==> src/rtl/count_seq_pkg.sv <==
// Shared types and helpers for the count sequencer and its counter bank.
package count_seq_pkg;

    localparam int STATE_W = 2;

    typedef enum logic [STATE_W-1:0] {
        IDLE = 2'd0,
        RUN  = 2'd1,
        DONE = 2'd2
    } state_t;

    // A requested pass count of zero still runs one pass.
    function automatic int unsigned effRepeats(input int unsigned rep);
        return (rep == 0) ? 1 : rep;
    endfunction

endpackage

==> src/rtl/tff_bank.sv <==
// Bank of T flip-flops: each bit toggles when its t input is high.
module tff_bank #(
    parameter int WIDTH = 4
) (
    input  logic             clk,
    input  logic             reset,
    input  logic [WIDTH-1:0] t,
    output logic [WIDTH-1:0] q
);

    logic [WIDTH-1:0] r_q;

    // Toggle the selected bits each edge; an active-low reset clears the bank.
    always_ff @(posedge clk) begin
        if (!reset) begin
            r_q <= '0;
        end else begin
            r_q <= r_q ^ t;
        end
    end

    assign q = r_q;

endmodule

==> src/rtl/count_sequencer.sv <==
// Run controller: latches a counting job, sequences the T-flip-flop bank
// through the requested passes and reports terminal count and completion.
module count_sequencer
    import count_seq_pkg::*;
#(
    parameter int WIDTH = 4,
    parameter int REP_W = 4
) (
    input  logic             clk,
    input  logic             reset,
    input  logic             start,
    input  logic             mode_up,
    input  logic [WIDTH-1:0] limit,
    input  logic [REP_W-1:0] repeats,
    input  logic             pause,
    output logic [WIDTH-1:0] q,
    output logic             busy,
    output logic             term,
    output logic             done
);

    state_t           r_state;
    state_t           w_stateNext;
    logic             r_modeUp;
    logic [WIDTH-1:0] r_limit;
    logic [REP_W-1:0] r_repEff;
    logic [REP_W-1:0] r_passCnt;
    logic [REP_W-1:0] w_passNext;
    logic [WIDTH-1:0] w_q;
    logic [WIDTH-1:0] w_qNext;
    logic [WIDTH-1:0] w_t;
    logic [WIDTH-1:0] w_startVal;
    logic [WIDTH-1:0] w_endVal;
    logic             w_term;
    logic             w_lastPass;
    logic             w_accept;

    assign w_accept   = (r_state == IDLE) && start;
    assign w_startVal = r_modeUp ? '0 : r_limit;
    assign w_endVal   = r_modeUp ? r_limit : '0;
    assign w_term     = (r_state == RUN) && (w_q == w_endVal);
    assign w_lastPass = (r_passCnt == (r_repEff - REP_W'(1)));

    // State register; reset discards any job in flight.
    always_ff @(posedge clk) begin
        if (!reset) begin
            r_state <= IDLE;
        end else begin
            r_state <= w_stateNext;
        end
    end

    // Job parameters are captured only when a start is accepted in IDLE.
    always_ff @(posedge clk) begin
        if (!reset) begin
            r_modeUp <= 1'b1;
            r_limit  <= '0;
            r_repEff <= REP_W'(1);
        end else if (w_accept) begin
            r_modeUp <= mode_up;
            r_limit  <= limit;
            r_repEff <= REP_W'(effRepeats(32'(repeats)));
        end
    end

    // Pass counter register.
    always_ff @(posedge clk) begin
        if (!reset) begin
            r_passCnt <= '0;
        end else begin
            r_passCnt <= w_passNext;
        end
    end

    // Next state, next counter value and next pass count.
    always_comb begin
        w_stateNext = r_state;
        w_qNext     = w_q;
        w_passNext  = r_passCnt;
        unique case (r_state)
            IDLE: begin
                w_qNext = '0;
                if (start) begin
                    w_stateNext = RUN;
                    w_qNext     = mode_up ? '0 : limit;
                    w_passNext  = '0;
                end
            end
            RUN: begin
                if (!pause) begin
                    if (w_term) begin
                        if (w_lastPass) begin
                            w_stateNext = DONE;
                            w_qNext     = '0;
                        end else begin
                            w_qNext    = w_startVal;
                            w_passNext = r_passCnt + REP_W'(1);
                        end
                    end else if (r_modeUp) begin
                        w_qNext = w_q + WIDTH'(1);
                    end else begin
                        w_qNext = w_q - WIDTH'(1);
                    end
                end
            end
            DONE: begin
                w_stateNext = IDLE;
                w_qNext     = '0;
                w_passNext  = '0;
            end
            default: begin
                w_stateNext = IDLE;
                w_qNext     = '0;
                w_passNext  = '0;
            end
        endcase
    end

    // Only bits that differ between current and next value are toggled.
    assign w_t = w_q ^ w_qNext;

    tff_bank #(
        .WIDTH(WIDTH)
    ) u_tffBank (
        .clk  (clk),
        .reset(reset),
        .t    (w_t),
        .q    (w_q)
    );

    assign q    = w_q;
    assign busy = (r_state == RUN);
    assign term = w_term;
    assign done = (r_state == DONE);

endmodule
==> config.mk <==
export PLATFORM = sky130hd
export DESIGN_NAME = count_sequencer
export DESIGN_NICKNAME = d
export VERILOG_FILES = /design/src/rtl/count_seq_pkg.sv /design/src/rtl/tff_bank.sv /design/src/rtl/count_sequencer.sv
export SDC_FILE = /design/constraint.sdc
export NUM_CORES = 1
export LEC_CHECK = 0
export ABC_AREA = 1
export BUFFER_PORTS_ARGS = -buffer_cell sky130_fd_sc_hd__buf_2
export CAP_MARGIN = 20
export CORE_UTILIZATION = 45
export DETAILED_ROUTE_END_ITERATION = 10
export GPL_ROUTABILITY_DRIVEN = 1
export PLACE_DENSITY = 0.74
export SETUP_SLACK_MARGIN = 0.15
export SYNTH_ARGS = -nofsm -noshare
export SYNTH_HDL_FRONTEND = slang
export SYNTH_SLANG_ARGS = --single-unit
==> constraint.sdc <==
create_clock -name clk -period 2.25 [get_ports clk]
set_input_delay 0.1125 -clock clk [delete_from_list [all_inputs] [get_ports clk]]
set_output_delay 0.1125 -clock clk [all_outputs]
set_load 0.01 [all_outputs]
## After elaboration in Yosys (flattened, before gate mapping)

Index checks and enable logic that the tools add are counted.

| word-level totals | value |
|---|---|
| output and inout port bits | 7 |
| register bits after elaboration | 19 |
| bits of input ports | 13 |
| logic and storage cells | 47 |

| cells by class | value |
|---|---|
| bitwise operators | 2 |
| mux-type cells | 20 |
| eq/ne operators | 9 |
| reductions and logical operators | 6 |
| $add $sub $neg | 4 |

Operator list:

| operator | count |
|---|---|
| 4-bit two-way mux | 13 |
| 4-bit one-hot mux with 2 select lines | 2 |
| 4-bit by 1-bit adder with 4-bit output (second input constant) | 2 |
| 4-bit equality test | 2 |
| 2-bit two-way mux | 4 |
| 4-bit AND reduction | 2 |
| 4-bit by 1-bit subtractor with 4-bit output (second input constant) | 2 |
| 4-bit bitwise XOR | 2 |
| 2-bit inequality test (second input constant) | 3 |
| 4-bit logical NOT | 1 |
| 2-bit by 1-bit inequality test with 1-bit output (second input constant) | 2 |
| 2-bit one-hot mux with 2 select lines | 1 |
| 2-bit by 1-bit equality test with 1-bit output (second input constant) | 1 |
| 2-bit equality test (second input constant) | 1 |
| 1-bit logical AND | 2 |
| 2-bit logical NOT | 1 |

## Longest topological paths before layout

Gate-level depths: netlist of run 1.

| depth | value |
|---|---|
| depth in word-level cells | 8 |
| gate-level depth with buffers | 13 |
| depth with buffers taken out | 13 |

## By module

Synthesis of run 1 repeated with hierarchy kept, for this count alone.

| unflattened totals | value |
|---|---|
| cell total of the unflattened synthesis | 216 |
| area total of the unflattened synthesis | 1386.3 um^2 |

Modules (own cells, without submodules):

| module | seq. area each (um^2) | area an instance (um^2) | instances | cells each |
|---|---|---|---|---|
| count_sequencer | 300.3 | 1246.2 | 1 | 196 |
| tff_bank | 80.1 | 140.1 | 1 | 20 |

## Worst setup path after synthesis of run 1

Ideal clock, no wire load.

| timing | value |
|---|---|
| path kind | register to register |
| start | register r_modeUp |
| end | register u_tffBank.r_q[3], in the netlist u_tffBank.q[3] |
| arrival | 1.558 ns |
| slack | 0.558 ns |
| data required time | 2.116 ns |
| cell stages (with the launch flop) | 12 |
| clock period less this slack | 1.692 ns |
| path buffers | 1 |
| library setup time | 0.134 ns |
| path through | dfxtp_1 -> buf_6 -> inv_1 -> ha_1 -> a21oi_1 -> nand3_1 -> nand2_1 -> inv_1 -> a21oi_1 -> nand2_1 -> nand2_1 -> a21oi_2 |

| on the way | value |
|---|---|
| word-level cells in the longest chain between the ends | 8 |
| elaborated cells on any way between the ends | 11 |
| classes of those cells | 1 x eq/ne; 7 x mux; 2 x bitwise; 1 x reduce/logical |

RTL lines:

| what | RTL line | source |
|---|---|---|
| from (decl) | count_sequencer.sv:24 | `logic r_modeUp;` |
| from (signal assigned) | count_sequencer.sv:60 | `r_modeUp <= mode_up;` |
| 4-bit two-way mux | count_sequencer.sv:40 | `assign w_endVal = r_modeUp ? r_limit : '0;` |
| 4-bit equality test | count_sequencer.sv:41 | `assign w_term = (r_state == RUN) && (w_q == w_endVal);` |
| 1-bit logical AND | count_sequencer.sv:41 |  |
| 4-bit two-way mux (*) | count_sequencer.sv:91 | `if (w_term) begin` |
| 4-bit two-way mux (*) | count_sequencer.sv:90 | `if (!pause) begin` |
| 4-bit one-hot mux with 2 select lines (*) | count_sequencer.sv:80 | `unique case (r_state)` |
| 4-bit bitwise XOR (*) | count_sequencer.sv:120 | `assign w_t = w_q ^ w_qNext;` |
| 4-bit bitwise XOR (*) | tff_bank.sv:18 | `r_q <= r_q ^ t;` |
| to (signal assigned) | tff_bank.sv:18 |  |
| to (decl) | tff_bank.sv:11 | `logic [WIDTH-1:0] r_q;` |

Mark *: on every way between the ends. The rest lies on a longest branch, timed or not.
A chain may end at the register's enable or synchronous reset.

## Worst setup path in the final report of run 1

| timing | value |
|---|---|
| start | register r_modeUp |
| end | output port term |

| on the way | value |
|---|---|
| word-level cells in the longest chain between the ends | 3 |

RTL lines:

| what | RTL line | source |
|---|---|---|
| 4-bit two-way mux | count_sequencer.sv:40 |  |
| 4-bit equality test | count_sequencer.sv:41 |  |
| 1-bit logical AND | count_sequencer.sv:41 |  |
| to (decl) | count_sequencer.sv:18 | `output logic term,` |

Every way passes these cells.

==> impl_metrics.py, run 1 <==
metrics = {
    "clocking": {
        "cts.sinks": 19,
        "cts_tree": "done",
        "cts_made_buffers": 3,
        "insertion_delay_ps": 290,
        "post_cts_buffers": 0,
        "cts_buffer_depth": 2,
        "holdBufCountCts": 0,
        "clkTransAtPathRegs_ps": 110,
        "htree_num_levels": 1,
        "cts_resized": 0,
        "cts_root_buffer": "clkbuf_4",
    },
    "critical_path": {
        "start_kind": "register",
        "crit_family": "simple AND/OR/NAND/NOR gates",
        "required_ps": 2140,
        "crit_path_cell_trace": "buf_4 > nand2_1 > nand2_1 > nand2_2 > nor2_4 > nand3_4 > clkinv_2 > buf_2",
        "crit_slowest_cell": "dfxtp_1",
        "cp-end-kind": "primary output",
        "path_common_cell": "nand2_1",
        "cp_num_buf_inv": 3,
        "crit_type": "reg2out",
        "cpPeakStageDelay_ps": 350,
        "cp.arrival_ps": 1550,
        "path_max_fanout": 15,
    },
    "sta": {
        "worst_pin_slew_ps": 515.5,
        "finalSetupTns_ps": 0,
        "clock.fmax_mhz": 600.8,
        "slew_headroom": 0.6560,
        "timing.final.ws_setup_ps": 585.6,
        "fin_crit_ps": 1664,
        "finalSetupViolCount": 0,
        "drv_slew": 0,
        "rsz0062_at_grt": "no",
        "fin_crit_sh": 0.7397,
        "fin_worst_skew_ps": 2.733,
        "finalHoldViolations": 0,
    },
    "floorplan": {
        "die_area_um2": 3119,
        "dieHeight_um": 55.85,
        "initial_core_util": 0.4732,
        "core_um2": 2758,
        "io-pin-count": 20,
        "die_w_um": 55.85,
        "rows": 19,
    },
    "logic_synthesis": {
        "synth_area_um2": 1305,
        "synthArstFlopShare": 0,
        "yosysMostFrequentCell": "nand2_1",
        "yosys-top-cells-area": "dfxtp_1 (29%), nand2_1 (13%), inv_1 (7.2%)",
        "seq_area_frac_synth": 0.2915,
        "netlist.area_leader.share": 0.2915,
        "yosys_warnings": 0,
        "ys_ff_latch": 19,
        "synth_nets": 207,
        "synth_ff_type": "dfxtp_1",
        "synth_enable_flop_cells": 0,
        "syn_inst": 189,
        "avgSynthCellArea_um2": 6.905,
        "yosysUniqueCellTypes": 29,
        "yosys.area.top_type": "dfxtp_1",
        "synth_common_cells": "nand2_1 (46), inv_1 (25), dfxtp_1 (19), a21oi_1 (18), nand3_1 (17)",
    },
    "drt": {
        "drt-pass1-iter-count": 4,
        "via_count": 1174,
        "route.detailed.drc": 0,
        "wl_per_cell_um": 11.20,
        "vias_per_cell": 4.892,
        "drt_iter0_drc": 31,
        "drt-total-wl_um": 2687,
        "postRouteAntennaNets": 0,
    },
    "placed_design": {
        "pre_cts_slack_ps": 619.8,
        "portBuffers": 19,
        "gp_congestion": 0.8406,
        "dp_hpwl_um": 2129,
    },
    "global_routing": {
        "grt_pass1_vias": 1130,
        "grt_max_degree": 16,
        "grt_overflow": 0,
        "grt_first_pass_wirelength_um": 4864,
        "track_usage": 0.1962,
        "antenna_found_initial": 0,
    },
    "status": {
        "status": "completed",
    },
    "power": {
        "leakagePower_nw": 0.6751,
        "power_density_nw_per_um2": 555.5,
        "ir_drop_mv": 0.3024,
    },
    "run": {
        "cap_violations": 0,
    },
    "cells_and_area": {
        "nNetsFinal": 228,
        "drive_above_1_share": 0.2344,
        "syn2layout_area_growth_pct": 10.45,
        "fillers": 292,
        "diodes": 0,
    },
    "worst_hold_path": {
        "hold_class": "in2reg",
    },
}
-- path summary, 6_finish.rpt --
| check | start | endpoint | cells past startpoint | slack (ps) |
|---|---|---|---|---|
| worst max-delay path | r_modeUp$_SDFFE_PN1P_ | term | 8 | 590 |
| worst min-delay path | limit[2] | r_limit[2]$_SDFFE_PN0P_ | 3 | 70 |
| worst max register to register | r_repEff[0]$_SDFFE_PN1P_ | r_state[0]$_SDFFE_PN0P_ | 10 | 620 |
| worst min register to register | r_repEff[1]$_SDFFE_PN0P_ | r_repEff[1]$_SDFFE_PN0P_ | 2 | 500 |
-- cell families after synthesis --
group | Yosys count | synth area share
and+or+nand+nor | 96 | 0.3643
buffers and inverters | 32 | 0.1103
AOI/OAI and AO/OA | 31 | 0.1400
DFF | 19 | 0.2915
xor gates and xnor gates | 6 | 0.04027
adders and majority gates | 5 | 0.05369
-- final cells by class --
| type | instances | area (um^2) | share of cell area |
|---|---|---|---|
| clock buffer | 4 | 26.28 | 0.01823 |
| timing repair buffer | 21 | 110.1 | 0.07639 |
| inverter | 27 | 105.1 | 0.07292 |
| multi-input combinational | 138 | 780.7 | 0.5417 |
| tap | 31 | 38.79 | 0.02691 |
| sequential | 19 | 380.4 | 0.2639 |
-- metrics by stage --
stage / hold slack, ps / cell area [um^2] / instances / utilization / power, W
after detailed placement: 382.8 / 1415 / 236 / 0.5132 / 0.0006340
after global placement: 376.1 / 1415 / 236 / 0.5132 / 0.0006275
after CTS: 61.42 / 1441 / 240 / 0.5227 / 0.0008060
after global routing: 56.93 / 1441 / 240 / 0.5227 / 0.0008645
after floorplan: 211.1 / 1305 / 189 / - / 0.0005760
final: 65.00 / 1441 / 240 / 0.5227 / 0.0008007
-- tightest hold or removal path: stages --
cell and delay [ps]:
buf_2 100, nand2_1 60, a21oi_1 50
-- flip-flops by register name, indices dropped and copies added (netlist names) --
name         flops
u_tffBank.q      4
r_modeUp         1
r_limit          4
r_state          2
r_passCnt        4
r_repEff         4
-- metal layers --
layer / global-route usage / part of all wire
met2: 0.3391 / 0.47
met1: 0.2555 / 0.49
met3: 0.03023 / 0.028
met5: 0 / 0
met4: 0.05226 / 0.0071
-- power by group --
part / switching, W / internal [W]
registers: 0.0000179 / 0.000358
clock network: 0.000107 / 0.0000689
logic: 0.000159 / 0.0000908
total: 0.000283 / 0.000517
-- layout by cell type (no fill, tap or decap) --
| cell type | Yosys | layout |
|---|---|---|
| nand2_1 | 46 | 46 |
| inv_1 | 25 | 25 |
| buf_2 | 0 | 19 |
| dfxtp_1 | 19 | 19 |
| a21oi_1 | 18 | 18 |
| nand3_1 | 17 | 17 |
| nor2_1 | 12 | 12 |
| nand2_2 | 7 | 7 |
| a21oi_2 | 6 | 6 |
| o21ai_0 | 4 | 4 |
| xor2_1 | 4 | 4 |
| ha_1 | 4 | 4 |
| nand3_2 | 3 | 3 |
| nor2_4 | 3 | 3 |
| clkbuf_4 | 0 | 3 |
| nor2_2 | 2 | 2 |
| nor3_1 | 2 | 2 |
| o211ai_1 | 2 | 2 |
| xnor2_1 | 2 | 2 |
| buf_4 | 1 | 2 |
| nand3_4 | 1 | 1 |
| clkinv_2 | 1 | 1 |
| nand2_4 | 1 | 1 |
| nand3b_1 | 1 | 1 |
| nand4_1 | 1 | 1 |
| inv_4 | 1 | 1 |
| o21ai_1 | 1 | 1 |
| fa_1 | 1 | 1 |
| clkbuf_1 | 2 | 1 |
(Power assumes the default switching activity.)
==> run 2: changes to the inputs <==
--- a/config.mk
+++ b/config.mk
@@ -11,7 +11,7 @@
 export CORE_UTILIZATION = 45
 export DETAILED_ROUTE_END_ITERATION = 10
 export GPL_ROUTABILITY_DRIVEN = 1
-export PLACE_DENSITY = 0.74
+export PLACE_DENSITY = 0.76
 export SETUP_SLACK_MARGIN = 0.15
 export SYNTH_ARGS = -nofsm -noshare
 export SYNTH_HDL_FRONTEND = slang
==> constraint.sdc (replaced) <==
create_clock -name clk -period 1.5 [get_ports clk]
set_input_delay 0.075 -clock clk [delete_from_list [all_inputs] [get_ports clk]]
set_output_delay 0.075 -clock clk [all_outputs]
set_load 0.01 [all_outputs]
==> run 2 against run 1 <==
  * The flow now finishes with violations (negative setup slack)
  * Global-route usage shrank 0.38 points
  * Count of clock-buffer cells in the layout is the same
  * Critical path depth is the same
  * Critical path type unchanged
  * Critical endpoint unchanged
==> impl_metrics.py, run 2 (synthesized netlist as in run 1, its figures left out) <==
metrics = {
    "clocking": {
        "insertion_delay_ps": 290,
        "clkTransAtPathRegs_ps": 110,
        "htree_num_levels": 1,
        "cts_root_buffer": "clkbuf_4",
        "cts_buffer_depth": 2,
        "cts_made_buffers": 3,
        "cts.sinks": 19,
        "cts_tree": "done",
    },
    "placed_design": {
        "portBuffers": 19,
        "pre_cts_slack_ps": -31.92,
        "gp_congestion": 0.8706,
        "placed_cell_area_um2": 1518,
        "dp_hpwl_um": 2175,
    },
    "power": {
        "power.total_w": 0.001312,
        "ir_drop_mv": 0.5823,
        "leakagePower_nw": 0.7397,
        "power_density_nw_per_um2": 792.4,
    },
    "floorplan": {
        "core_um2": 2758,
        "die_w_um": 55.85,
        "io-pin-count": 20,
        "rows": 19,
        "initial_core_util": 0.4732,
        "die_area_um2": 3119,
        "dieHeight_um": 55.85,
    },
    "drt": {
        "drt_iter0_drc": 36,
        "drt-pass1-iter-count": 4,
        "postRouteAntennaNets": 0,
        "drt-total-wl_um": 2853,
        "via_count": 1261,
        "wl_per_cell_um": 11.46,
        "vias_per_cell": 5.064,
        "route.detailed.drc": 0,
    },
    "global_routing": {
        "antenna_found_initial": 0,
        "track_usage": 0.1924,
        "grt_overflow": 0,
        "grt_first_pass_wirelength_um": 4809,
        "grt_pass1_vias": 1130,
        "grt_max_degree": 13,
    },
    "worst_hold_path": {
        "hold_class": "in2reg",
    },
    "cells_and_area": {
        "fin_util": 0.6003,
        "mostFrequentLayoutCells": "nand2_1 (41), inv_1 (20), buf_2 (18), a21oi_1 (16), dfxtp_1 (15)",
        "drive_above_1_share": 0.3807,
        "syn2layout_area_growth_pct": 26.85,
        "nNetsFinal": 237,
        "fin_area_um2": 1655,
        "diodes": 0,
        "layout_commonest_cell": "nand2_1",
    },
    "critical_path": {
        "cp.arrival_ps": 1480,
        "required_ps": 1420,
        "crit_slowest_cell": "dfxtp_4",
        "path_max_fanout": 6,
        "path_common_cell": "nand2_2",
        "start_kind": "register",
        "crit_path_cell_trace": "buf_6 > nand2_2 > nand2_2 > nand2_2 > nor2_4 > nand3_4 > clkinv_4 > buf_6",
        "cpPeakStageDelay_ps": 410,
        "crit_type": "reg2out",
        "cp-end-kind": "primary output",
    },
    "sta": {
        "hold_slack_ps": 24.21,
        "finalSetupViolCount": 8,
        "rsz0062_at_grt": "yes",
        "slew_headroom": 0.6538,
        "fin_crit_sh": 1.034,
        "fin_worst_skew_ps": 3.424,
        "drv_slew": 0,
        "fin_crit_ps": 1551,
        "timing.final.ws_setup_ps": -50.86,
        "finalHoldViolations": 0,
        "clock.fmax_mhz": 644.8,
        "worst_pin_slew_ps": 518.8,
    },
    "status": {
        "violations": "negative setup slack",
        "status": "finished with violations",
    },
    "run": {
        "cap_violations": 0,
    },
}
-- run 2: cell types whose count changed in the layout (fill, tap and decap cells not counted), moves of 4 or more --
cell	change
buf_4	+6
inv_1	-5
nand2_1	-5
nand3_1	-5
nand3_2	+5
dfxtp_1	-4
-- run 2: timing repair --
| action | 4_1_cts | 5_1_grt |
|---|---|---|
| pin swaps | 5 | 1 |
| setup endpoints to repair | 11 | 12 |
| gates cloned | 0 | 0 |
| hold endpoints to repair | 0 | 0 |
| resized for setup | 7 | 10 |
| hold buffers | 0 | 0 |
| setup buffers | 4 | 0 |
-- run 2: area by class of cell --
type / count / area, um^2
fill: 254 / 1102
multi-input combinational: 138 / 873.3
sequential: 19 / 390.4
timing repair buffer: 30 / 212.7
inverter: 27 / 113.9
tap: 31 / 38.79
clock buffer: 4 / 26.28
-- run 2: report_power, final --
group          total (W)  internal [W]  switching, W
Combinational   0.000478      0.000199      0.000279
Clock           0.000261      0.000103      0.000157
Sequential      0.000572      0.000537     0.0000355
Total            0.00131      0.000840      0.000472
-- run 2: per-layer routing --
metal	part of all wire	track usage	vias to the layer above
li1	-	-	667
met1	0.45	0.2235	568
met2	0.51	0.3511	24
met3	0.038	0.03256	2
met4	0.0028	0.07317	0
met5	0	0	-
-- run 2: worst max-delay path, delay by kind of cell, from the launching register on --
kind	cells	cell delay, ps
and+or+nand+nor	5	450
DFF	1	410
buffers and inverters	3	320
-- run 2: stage by stage --
stage | instances | TNS [ps]
after floorplan | 189 | 0
after global placement | 241 | 0
after detailed placement | 241 | -48.21
after CTS | 249 | -386.1
after global routing | 249 | -1339
final | 249 | -195.5
-- run 2: worst paths after layout --
kind,endpoint,slack [ps],depth (start not counted),from
worst max-delay path,term,-50,8,r_modeUp$_SDFFE_PN1P_
worst min-delay path,r_limit[1]$_SDFFE_PN0P_,20,3,limit[1]
worst max register to register,u_tffBank.q[1]$_SDFF_PN0_,-40,12,r_modeUp$_SDFFE_PN1P_
worst min register to register,r_repEff[3]$_SDFFE_PN0P_,510,2,r_repEff[3]$_SDFFE_PN0P_
==> run 3: changes to the inputs <==
--- a/config.mk
+++ b/config.mk
@@ -8,6 +8,7 @@
 export ABC_AREA = 1
 export BUFFER_PORTS_ARGS = -buffer_cell sky130_fd_sc_hd__buf_2
 export CAP_MARGIN = 20
+export CORE_MARGIN = 8
 export CORE_UTILIZATION = 45
 export DETAILED_ROUTE_END_ITERATION = 10
 export GPL_ROUTABILITY_DRIVEN = 1
==> run 3 against run 2 <==
  * Highest routed layer unchanged
  * Cell count is 2.0% higher
  * Non-clock buffer count increased by 5
  * Design area is 2.4% higher
  * Utilization rose by 1.5 points
  * Largest power group unchanged
  * Combinational power rose by 5.0%
  * First-iteration DRC count rose by 89%
  * Global-route usage shrank 6.3 points
  * Fmax is 1.7% higher
  * The flow still finishes with violations (negative setup slack)
  * Sequential power barely moved
  * Clock power is essentially flat
==> impl_metrics.py, run 3 (synthesized netlist as in run 1, its figures left out) <==
metrics = {
    "cells_and_area": {
        "syn2layout_area_growth_pct": 29.91,
        "mostFrequentLayoutCells": "nand2_1 (40), inv_1 (20), buf_2 (18), dfxtp_1 (14), a21oi_1 (13)",
        "layout_commonest_cell": "nand2_1",
        "drive_above_1_share": 0.4126,
        "fin_area_um2": 1695,
        "nNetsFinal": 242,
        "fin_cells": 254,
        "diodes": 0,
    },
    "sta": {
        "fin_worst_skew_ps": 3.897,
        "worst_pin_slew_ps": 577.9,
        "fin_crit_ps": 1525,
        "clock.fmax_mhz": 655.7,
        "drv_slew": 0,
        "fin_crit_sh": 1.017,
        "hold_slack_ps": 24.66,
        "rsz0062_at_grt": "yes",
        "finalHoldViolations": 0,
        "timing.final.ws_setup_ps": -25.02,
        "finalSetupViolCount": 6,
        "slew_headroom": 0.6143,
    },
    "global_routing": {
        "antenna_found_initial": 0,
        "grt_pass1_vias": 1234,
        "grt_max_degree": 13,
        "track_usage": 0.1297,
        "grt_overflow": 0,
        "grt_first_pass_wirelength_um": 5368,
    },
    "critical_path": {
        "required_ps": 1420,
        "rr_worst_depth": 11,
        "crit_type": "reg2out",
        "path_max_fanout": 6,
        "cp.arrival_ps": 1450,
        "cp-end-kind": "primary output",
        "start_kind": "register",
        "worstSetupStartpoint": "r_modeUp$_SDFFE_PN1P_",
        "reg2reg_to": "u_tffBank.q[2]$_SDFF_PN0_",
        "ff2ff_setup_slack_ps": -30,
        "regToRegStartpoint": "r_modeUp$_SDFFE_PN1P_",
    },
    "power": {
        "p_sw_w": 0.0004853,
        "ir_drop_mv": 0.7394,
        "p_sw_frac": 0.3632,
        "power_density_nw_per_um2": 788.2,
        "intPower_w": 0.0008510,
        "power.total_w": 0.001336,
        "leakagePower_nw": 0.7589,
        "power_frac_clock": 0.197,
        "comb_power_share": 0.375,
        "p_seq_frac": 0.427,
    },
    "drt": {
        "postRouteAntennaNets": 0,
        "wl_per_cell_um": 12.02,
        "drt_iter0_drc": 68,
        "route.detailed.drc": 0,
        "drt-total-wl_um": 3054,
        "via_count": 1260,
        "drt-pass1-iter-count": 4,
        "vias_per_cell": 4.961,
    },
    "worst_hold_path": {
        "hold_class": "in2reg",
        "holdCritStartpoint": "limit[0]",
        "worstHoldEndpoint": "r_limit[0]$_SDFFE_PN0P_",
        "holdPathStages": 3,
    },
    "status": {
        "status": "finished with violations",
        "violations": "negative setup slack",
    },
    "clocking": {
        "insertion_delay_ps": 300,
        "cts_root_buffer": "clkbuf_4",
        "clkTransAtPathRegs_ps": 110,
        "cts_buffer_depth": 2,
        "cts.sinks": 19,
        "cts_tree": "done",
        "cts_made_buffers": 3,
        "htree_num_levels": 1,
    },
    "placed_design": {
        "gp_congestion": 0.8047,
        "portBuffers": 19,
        "placed_cell_area_um2": 1533,
        "dp_cells": 243,
        "pre_cts_slack_ps": -34.39,
        "dp_hpwl_um": 2259,
    },
    "floorplan": {
        "io-pin-count": 20,
        "die_area_um2": 4879,
        "die_w_um": 69.85,
        "core_um2": 2758,
        "rows": 19,
        "dieHeight_um": 69.85,
        "initial_core_util": 0.4732,
    },
    "run": {
        "cap_violations": 0,
    },
}
run 3: cell count changes in the layout (fill, tap and decap cells not counted), sizes merged:
cell	change
buf	+5
run 3: layout make-up:
cell class,instances,area [um^2]
clock buffers,4,26.28
fillers,268,1062
inverters,27,113.9
multi-input cells,138,884.6
flip-flops and latches,19,391.6
well taps,31,38.79
repair buffers,35,240.2
run 3: metrics by stage:
stage | util | setup TNS, ps
after CTS | 0.6066 | -20.09
after global routing | 0.6148 | -934.9
after floorplan | - | 0
after global placement | 0.5558 | 0
final | 0.6148 | -73.93
after detailed placement | 0.5558 | -47.54
run 3: critical path: stages (launching register included):
cell and delay [ps]:
dfxtp_4 390, buf_6 140, nand2_2 60, nand2_2 60, nand2_2 60, nor2_4 150, nand3_4 120, clkinv_4 80
buf_6 100
run 3: repair_timing:
action,CTS,global route
resized for setup,19,5
hold buffers,0,0
endpoints found under the setup margin,11,12
endpoints found under the hold margin,0,0
setup buffers,6,1
pin swaps,13,3
run 3: power by group through the flow:
stage / Sequential (W) / Combinational [W] / Clock, W
detailed placement: 0.000586 / 0.000416 / 0
floorplan: 0.000578 / 0.000313 / 0
finish: 0.000571 / 0.000502 / 0.000264
global placement: 0.000585 / 0.000409 / 0
global route: 0.000576 / 0.000555 / 0.000295
CTS: 0.000569 / 0.000492 / 0.000271
run 3: how the worst max path moves through the flow:
stage	end	slack, ps	cells past startpoint
after detailed placement	r_state[0]$_SDFFE_PN0P_	-30	10
after global placement	r_state[0]$_SDFFE_PN0P_	0.5	10
after global routing	r_state[0]$_SDFFE_PN0P_	-120	10
after floorplan	u_tffBank.q[3]$_SDFF_PN0_	30	11
final	term	-30	8
after CTS	term	-10	8
run 3: per-layer routing:
metal	GRT usage	vias to the layer above	wire, um
li1	-	672	-
met1	0.1456	560	1377
met2	0.2315	26	1536
met3	0.04237	2	120
met4	0.02679	0	19
met5	0	-	0
